**config.mk**
```make
export PLATFORM = sky130hd
export DESIGN_NAME = output_port_allocator
export DESIGN_NICKNAME = d
export VERILOG_FILES = /design/src/rtl/output_port_allocator_pkg.sv /design/src/rtl/output_port_allocator_rr_arbiter.sv /design/src/rtl/output_port_allocator.sv
export SDC_FILE = /design/constraint.sdc
export NUM_CORES = 1
export LEC_CHECK = 0
export CAP_MARGIN = 20
export CORE_ASPECT_RATIO = 0.6
export CORE_MARGIN = 2
export CORE_UTILIZATION = 40
export CTS_CLUSTER_SIZE = 20
export DETAILED_ROUTE_END_ITERATION = 16
export PLACE_DENSITY_LB_ADDON = 0.3
export SYNTH_ARGS = -nofsm -noshare
export SYNTH_HDL_FRONTEND = slang
export SYNTH_SLANG_ARGS = --single-unit
```
**constraint.sdc**
```tcl
create_clock -name clk -period 2.91 [get_ports clk]
set_clock_uncertainty 0.15 [all_clocks]
set_input_delay 0.873 -clock clk [delete_from_list [all_inputs] [get_ports clk]]
set_output_delay 0.873 -clock clk [all_outputs]
set_load 0.02 [all_outputs]
```
**src/rtl/output_port_allocator_pkg.sv**
```systemverilog
// Shared NoC router definitions: direction codes and allocator state encoding.
// Imported by the output port allocator and its testbench.
package noc_pkg;

   localparam int NORTH = 0;
   localparam int SOUTH = 1;
   localparam int WEST  = 2;
   localparam int EAST  = 3;

   typedef enum logic {
      IDLE   = 1'b0,
      LOCKED = 1'b1
   } allocState_e;

endpackage

```
**src/rtl/output_port_allocator_rr_arbiter.sv**
```systemverilog
// Rotating-priority picker: first request at or after ptr, searching
// upward modulo N. Purely combinational.
module rr_arbiter #(
   parameter int N     = 4,
   parameter int PTR_W = 2
) (
   input  logic [N-1:0]     req,
   input  logic [PTR_W-1:0] ptr,
   output logic [N-1:0]     grant,
   output logic             anyValid
);

   logic [PTR_W-1:0] idx;

   // Scan from farthest to nearest so the nearest hit overwrites the rest.
   always_comb begin
      grant    = '0;
      anyValid = |req;
      idx      = '0;
      for (int k = N - 1; k >= 0; k--) begin
         idx = PTR_W'((int'(ptr) + k) % N);
         if (req[idx]) begin
            grant      = '0;
            grant[idx] = 1'b1;
         end
      end
   end

endmodule

```
**src/rtl/output_port_allocator.sv**
```systemverilog
// Output port allocator: round-robin lock of one router output to one input.
// Optional idle-lock watchdog enabled by OUTPUT_PORT_ALLOCATOR_WATCHDOG_EN.
module output_port_allocator
   import noc_pkg::*;
#(
   parameter int N             = 4,
   parameter int INDEX         = NORTH,
   parameter int REQUEST_WIDTH = 2,
   parameter int TIMEOUT       = 64
) (
   input  logic                       clk,
   input  logic                       rst,
   input  logic [N-1:0]               routeReserveRequestValid,
   input  logic [N*REQUEST_WIDTH-1:0] routeReserveRequest,
   input  logic [N-1:0]               routeRelieve,
   input  logic                       flitFire,
   output logic [N-1:0]               routeReserveStatus,
   output logic [N-1:0]               outSelect,
   output logic                       busy,
   output logic                       timeoutPulse
);

   localparam int PTR_W = (N > 1) ? $clog2(N) : 1;
   localparam int CNT_W = (TIMEOUT > 1) ? $clog2(TIMEOUT) : 1;
   localparam logic [REQUEST_WIDTH-1:0] MY_DIR = REQUEST_WIDTH'(INDEX);

   allocState_e      state;
   logic [PTR_W-1:0] rrPtr;
   logic [PTR_W-1:0] owner;
   logic [PTR_W-1:0] winnerIdx;
   logic [PTR_W-1:0] nextPtr;
   logic [N-1:0]     candidate;
   logic [N-1:0]     winner;
   logic             anyCand;
   logic             expire;

   // Only requests aimed at this output's direction compete.
   always_comb begin
      candidate = '0;
      for (int i = 0; i < N; i++) begin
         candidate[i] = routeReserveRequestValid[i] &&
            (routeReserveRequest[i*REQUEST_WIDTH +: REQUEST_WIDTH] == MY_DIR);
      end
   end

   rr_arbiter #(
      .N     (N),
      .PTR_W (PTR_W)
   ) uArb (
      .req      (candidate),
      .ptr      (rrPtr),
      .grant    (winner),
      .anyValid (anyCand)
   );

   // Encode the one-hot winner and compute the post-release pointer.
   always_comb begin
      winnerIdx = '0;
      for (int i = 0; i < N; i++) begin
         if (winner[i]) winnerIdx = PTR_W'(i);
      end
      nextPtr = (owner == PTR_W'(N - 1)) ? '0 : owner + 1'b1;
   end

`ifdef OUTPUT_PORT_ALLOCATOR_WATCHDOG_EN
   logic [CNT_W-1:0] wdCnt;
   assign expire = (wdCnt == CNT_W'(TIMEOUT - 1)) && !flitFire;
`else
   logic unusedWatchdog;
   assign expire = 1'b0;
   assign unusedWatchdog = ^{flitFire, CNT_W'(TIMEOUT - 1)};
`endif

   // Allocator FSM with all outputs registered.
   always_ff @(posedge clk) begin
      if (!rst) begin
         state              <= IDLE;
         rrPtr              <= '0;
         owner              <= '0;
         routeReserveStatus <= '0;
         outSelect          <= '0;
         busy               <= 1'b0;
         timeoutPulse       <= 1'b0;
`ifdef OUTPUT_PORT_ALLOCATOR_WATCHDOG_EN
         wdCnt              <= '0;
`endif
      end else begin
         timeoutPulse <= 1'b0;
         unique case (state)
            IDLE: begin
               if (anyCand) begin
                  state              <= LOCKED;
                  owner              <= winnerIdx;
                  routeReserveStatus <= winner;
                  outSelect          <= winner;
                  busy               <= 1'b1;
`ifdef OUTPUT_PORT_ALLOCATOR_WATCHDOG_EN
                  wdCnt              <= '0;
`endif
               end
            end
            LOCKED: begin
               if (routeRelieve[owner] || expire) begin
                  state              <= IDLE;
                  rrPtr              <= nextPtr;
                  routeReserveStatus <= '0;
                  outSelect          <= '0;
                  busy               <= 1'b0;
                  timeoutPulse       <= !routeRelieve[owner];
               end
`ifdef OUTPUT_PORT_ALLOCATOR_WATCHDOG_EN
               else if (flitFire) begin
                  wdCnt <= '0;
               end else begin
                  wdCnt <= wdCnt + 1'b1;
               end
`endif
            end
            default: state <= IDLE;
         endcase
      end
   end

endmodule

```
After elaboration in Yosys (flattened, before gate mapping)
Index checks and enable logic that the tools add are counted.
Storage, ports and cells
  register bits after elaboration: 11
  bits of input ports: 19
  output and inout bits: 10
  word-level logic and storage cells: 76
Cells by class
  $add $sub $neg: 4
  magnitude comparators: 9
  equality and inequality tests: 3
  mux-type cells: 35
  bitwise gates (word level): 1
  reductions and logical operators: 18
Operator list (number)
  4-bit 2-to-1 mux: 6
  2-bit by 3-bit < comparator with 1-bit output (second input constant): 5
  1-bit 2-to-1 mux: 14
  1-bit binary-select mux with 2-bit select: 5
  1-bit demux with 2-bit select: 4
  2-bit by 1-bit >= comparator with 1-bit output (second input constant): 4
  1-bit logical AND: 8
  2-bit logical NOT: 4
  4-bit case mux with 2 select lines: 1
  2-bit 2-to-1 mux: 3
  2-bit AND reduction: 3
  2-bit by 1-bit adder with 2-bit output (second input constant): 2
  2-bit adder (second input constant): 2
  1-bit case mux with 2 select lines: 2
  4-bit OR reduction: 1
  3-bit AND reduction: 1
  2-bit equality test (second input constant): 1
  2-bit by 1-bit inequality test with 1-bit output (second input constant): 1
  2-bit inequality test (second input constant): 1
  1-bit logical NOT: 1
  1-bit NOT: 1

Logic depth before layout (Yosys ltp)
  depth in word-level cells: 12
  gate-level depth with buffers: 7
  gate-level depth less buffers: 7

Cells and area by module
A second synthesis with hierarchy kept.
Second synthesis, totals
  cells, all modules: 113
  area, all modules: 980.9 µm²
By module, submodules not included
  output_port_allocator: times used 1, cells each 65, area an instance 561.8 µm², sequential area each 220.2 µm²
  rr_arbiter: times used 1, cells each 48, area an instance 419.2 µm², sequential area each 0.0 µm²

Least setup slack after synthesis
No wires, ideal clock.
  path type: input to register
  start: input port routeReserveRequestValid[1]
  end: register owner[1]
  library setup time: 74 ps
  data arrival time: 2592 ps
  required time: 2686 ps
  path slack: 94 ps
  cell stages on the path: 6
  path buffers: 0
  cells stage by stage: nor3b_1 > mux4_2 > or4_4 > a211oi_2 > o22ai_1 > a31oi_1
Between the ends
  cells in the longest elaborated chain, start to end: 9
  elaborated cells between the ends (all ways): 17
  those cells by class: mux: 14; reduce/logical: 3
RTL lines
  start, declared: RTL line output_port_allocator.sv:13  | input logic [N-1:0] routeReserveRequestValid,
  1-bit logical AND *: RTL line output_port_allocator.sv:41  | candidate[i] = routeReserveRequestValid[i] &&
  1-bit binary-select mux with 2-bit select: RTL line output_port_allocator_rr_arbiter.sv:22  | if (req[idx]) begin
  1-bit 2-to-1 mux (not written as such): RTL line output_port_allocator_rr_arbiter.sv:22
  4-bit 2-to-1 mux (4 in a row): RTL line output_port_allocator_rr_arbiter.sv:22
  2-bit 2-to-1 mux (2 in a row): RTL line output_port_allocator.sv:60  | if (winner[i]) winnerIdx = PTR_W'(i);
  end signal, assigned: RTL line output_port_allocator.sv:93  | owner <= winnerIdx;
  end, declared: RTL line output_port_allocator.sv:29  | logic [PTR_W-1:0] owner;
Mark *: on every way between the ends. The rest lies on a longest branch, timed or not. The select of a mux whose other input is x is not followed.
A chain may end at the register's enable or synchronous reset.

Worst setup path in the final report
  start: input port routeReserveRequestValid[0]
  end: register owner[1]
The elaborated chain is that of the path after synthesis.

==> qor.yml <==
clock-sinks: 11
finish.instance_area_um2: 1400
worst_setup_path_end_kind: "flip-flop"
setup_tns_ps: 0
clkPwrFrac_pct: 20.8
drtIter0Drc: 23
peakVddDrop_mv: 0.260
fp.dieH_um: 40.3
grt_pass1_vias: 790
cp-start-kind: "input port"
required_ps: 2960
grt_util_all_layers_pct: 19.7
io_buffer_count: 27
dp_hpwl_mm: 1.81
viasPerCell: 5.33
status: "finished, final reports clean"
synth_nets: 118
post-route-period-util_pct: 97.9
slew_headroom_pct: 64.6
maxSlewViolCount: 0
die_w_um: 64.5
dieArea_um2: 2600
swShare_pct: 34.4
fin_nets: 168
crit_arrival_ps: 2900
synthFlopType: "dfxtp_1"
start_util_pct: 41.6
whs_ps: 321
synth-edff-count: 0
worst_slew_pin_slew_ps: 526
synth_seq_cells: 11
crit_type: "input port to flip-flop"
clk_root_buffer_cell: "clkbuf_4"
synthesis.area_um2: 880
ctsHoldBuffers: 0
vias: 900
mostFrequentLayoutCells: "buf_4, clkdlybuf4s50_1, dfxtp_1"
p_int_uw: 338
p_switching_uw: 177
path_clk_slew_ps: 70
leakage_nw: 0.605
insertion_delay_ps: 270
io_pins: 29
seqPwrFrac_pct: 35.5
comb_power_share_pct: 43.8
avgSynthCellArea_um2: 9.77
post-route-min-period_ps: 2850
cts_max_level: 1
wl_per_cell_um: 14.2
finalHoldViolations: 0
cts_buffers: 3
yosysSeqAreaShare_pct: 25.0
max-cap-violations: 0
rows: 13
cts_max_path_buffers: 2
cts_tree: "built"
grt_pass1_wl_mm: 3.67
grt_overflow_total: 0
synth_cells: 90
core-area_um2: 2110
syn2layout_area_growth_pct: 59.6
drt-total-wl_mm: 2.40
setup_violations: 0
grt_max_degree: 9
gp_congestion: 0.791
ys_types: 31
antennaDiodeCount: 0
final_common_cell: "buf_4"
firstDrtPassIters: 4
antenna_left: 0
fmax_ghz: 0.351
min_path_type: "flip-flop to flip-flop"
worst-path-max-fanout: 3
grt_antenna_before_repair: 0
power.density_nw_per_um2: 367
yosysWarnings: 0
dpl_cell_area_um2: 1300
drive_gt1_share_pct: 27.3
ys_async_sr_fraction_pct: 0
drc: 0
what timing repair did:
action / 4_1_cts / 5_1_grt
pin swaps: 4 / 4
hold endpoints to repair: 0 / 0
buffers inserted: 2 / 1
setup endpoints to repair: 5 / 1
gates resized for setup: 19 / 8
registers in the layout (all words and copies together), names as in the netlist:
name          count
rrPtr             2
outSelect         4
timeoutPulse      1
state             1
busy              1
owner             2
per-stage QoR:
| stage | total power [mW] | setup WS (ps) | utilization, % | instances |
|---|---|---|---|---|
| global route | 0.549 | -0.00933 | 66.4 | 169 |
| floorplan | 0.305 | 93.9 | - | 90 |
| finish | 0.516 | 61.2 | 66.4 | 169 |
| CTS | 0.508 | 63.6 | 64.6 | 168 |
| global placement | 0.394 | -401 | 61.5 | 162 |
| detailed placement | 0.397 | -457 | 61.5 | 162 |
metal layers:
layer	part of all wire [%]	vias to the layer above	GRT usage, %
met4	1.1	0	3.72
met5	0	-	0
met3	5.4	2	6.74
met1	47	414	25.6
li1	-	445	-
met2	47	39	33.1
logic make-up after synthesis:
family	after synthesis	share of synthesized area, %
fa+ha+maj	9	12.8
compound gates	22	19.9
other cells	1	0.426
mux	6	14.8
flops	11	25.0
buf+inv	8	5.12
simple gates	33	21.9
power groups by stage:
stage | Sequential [mW] | Combinational, mW | Clock (mW)
detailed placement | 0.186 | 0.211 | 0
floorplan | 0.194 | 0.111 | 0
CTS | 0.183 | 0.217 | 0.109
global route | 0.185 | 0.246 | 0.118
global placement | 0.186 | 0.208 | 0
finish | 0.183 | 0.226 | 0.107
synth_stat cells, types with 2 or more instances:
master / count / area share (%)
nor3b_1: 5 / 4.3
or3b_1: 4 / 4.0
mux4_2: 3 / 7.7
mux4_1: 2 / 6.0
a21oi_1: 7 / 4.0
a221oi_1: 3 / 3.0
buf_4: 4 / 3.4
nor3_1: 4 / 2.3
nand2_1: 6 / 2.6
dfxtp_1: 11 / 25
nand3_1: 2 / 1.1
inv_1: 3 / 1.3
o211a_1: 2 / 2.3
ha_1: 9 / 13
o41a_1: 2 / 2.6
nor2_1: 7 / 3.0
a31oi_1: 2 / 1.4
layout make-up:
type,count,area [um^2]
Clock buffer,4,26.3
Fill cell,166,711
Inverter,4,15.0
Multi-Input combinational cell,71,679
Sequential cell,11,220
Tap cell,30,37.5
Timing Repair Buffer,49,425
final timing paths:
path | cells past startpoint | to | from | slack, ps
worst min register to register | 2 | outSelect[1] | outSelect[1] | 320
worst max-delay path | 7 | owner[1] | routeReserveRequestValid[0] | 60
worst min-delay path | 2 | outSelect[1] | outSelect[1] | 320
worst max register to register | 5 | owner[1] | rrPtr[1] | 460
critical path: stages:
cell and delay (ps):
clkdlybuf4s15_1 200, nor3b_4 160, mux4_2 520, or4_4 550, a211oi_4 310, o22ai_2 110, a31oi_1 160
Power figures use the tool's default switching activity.
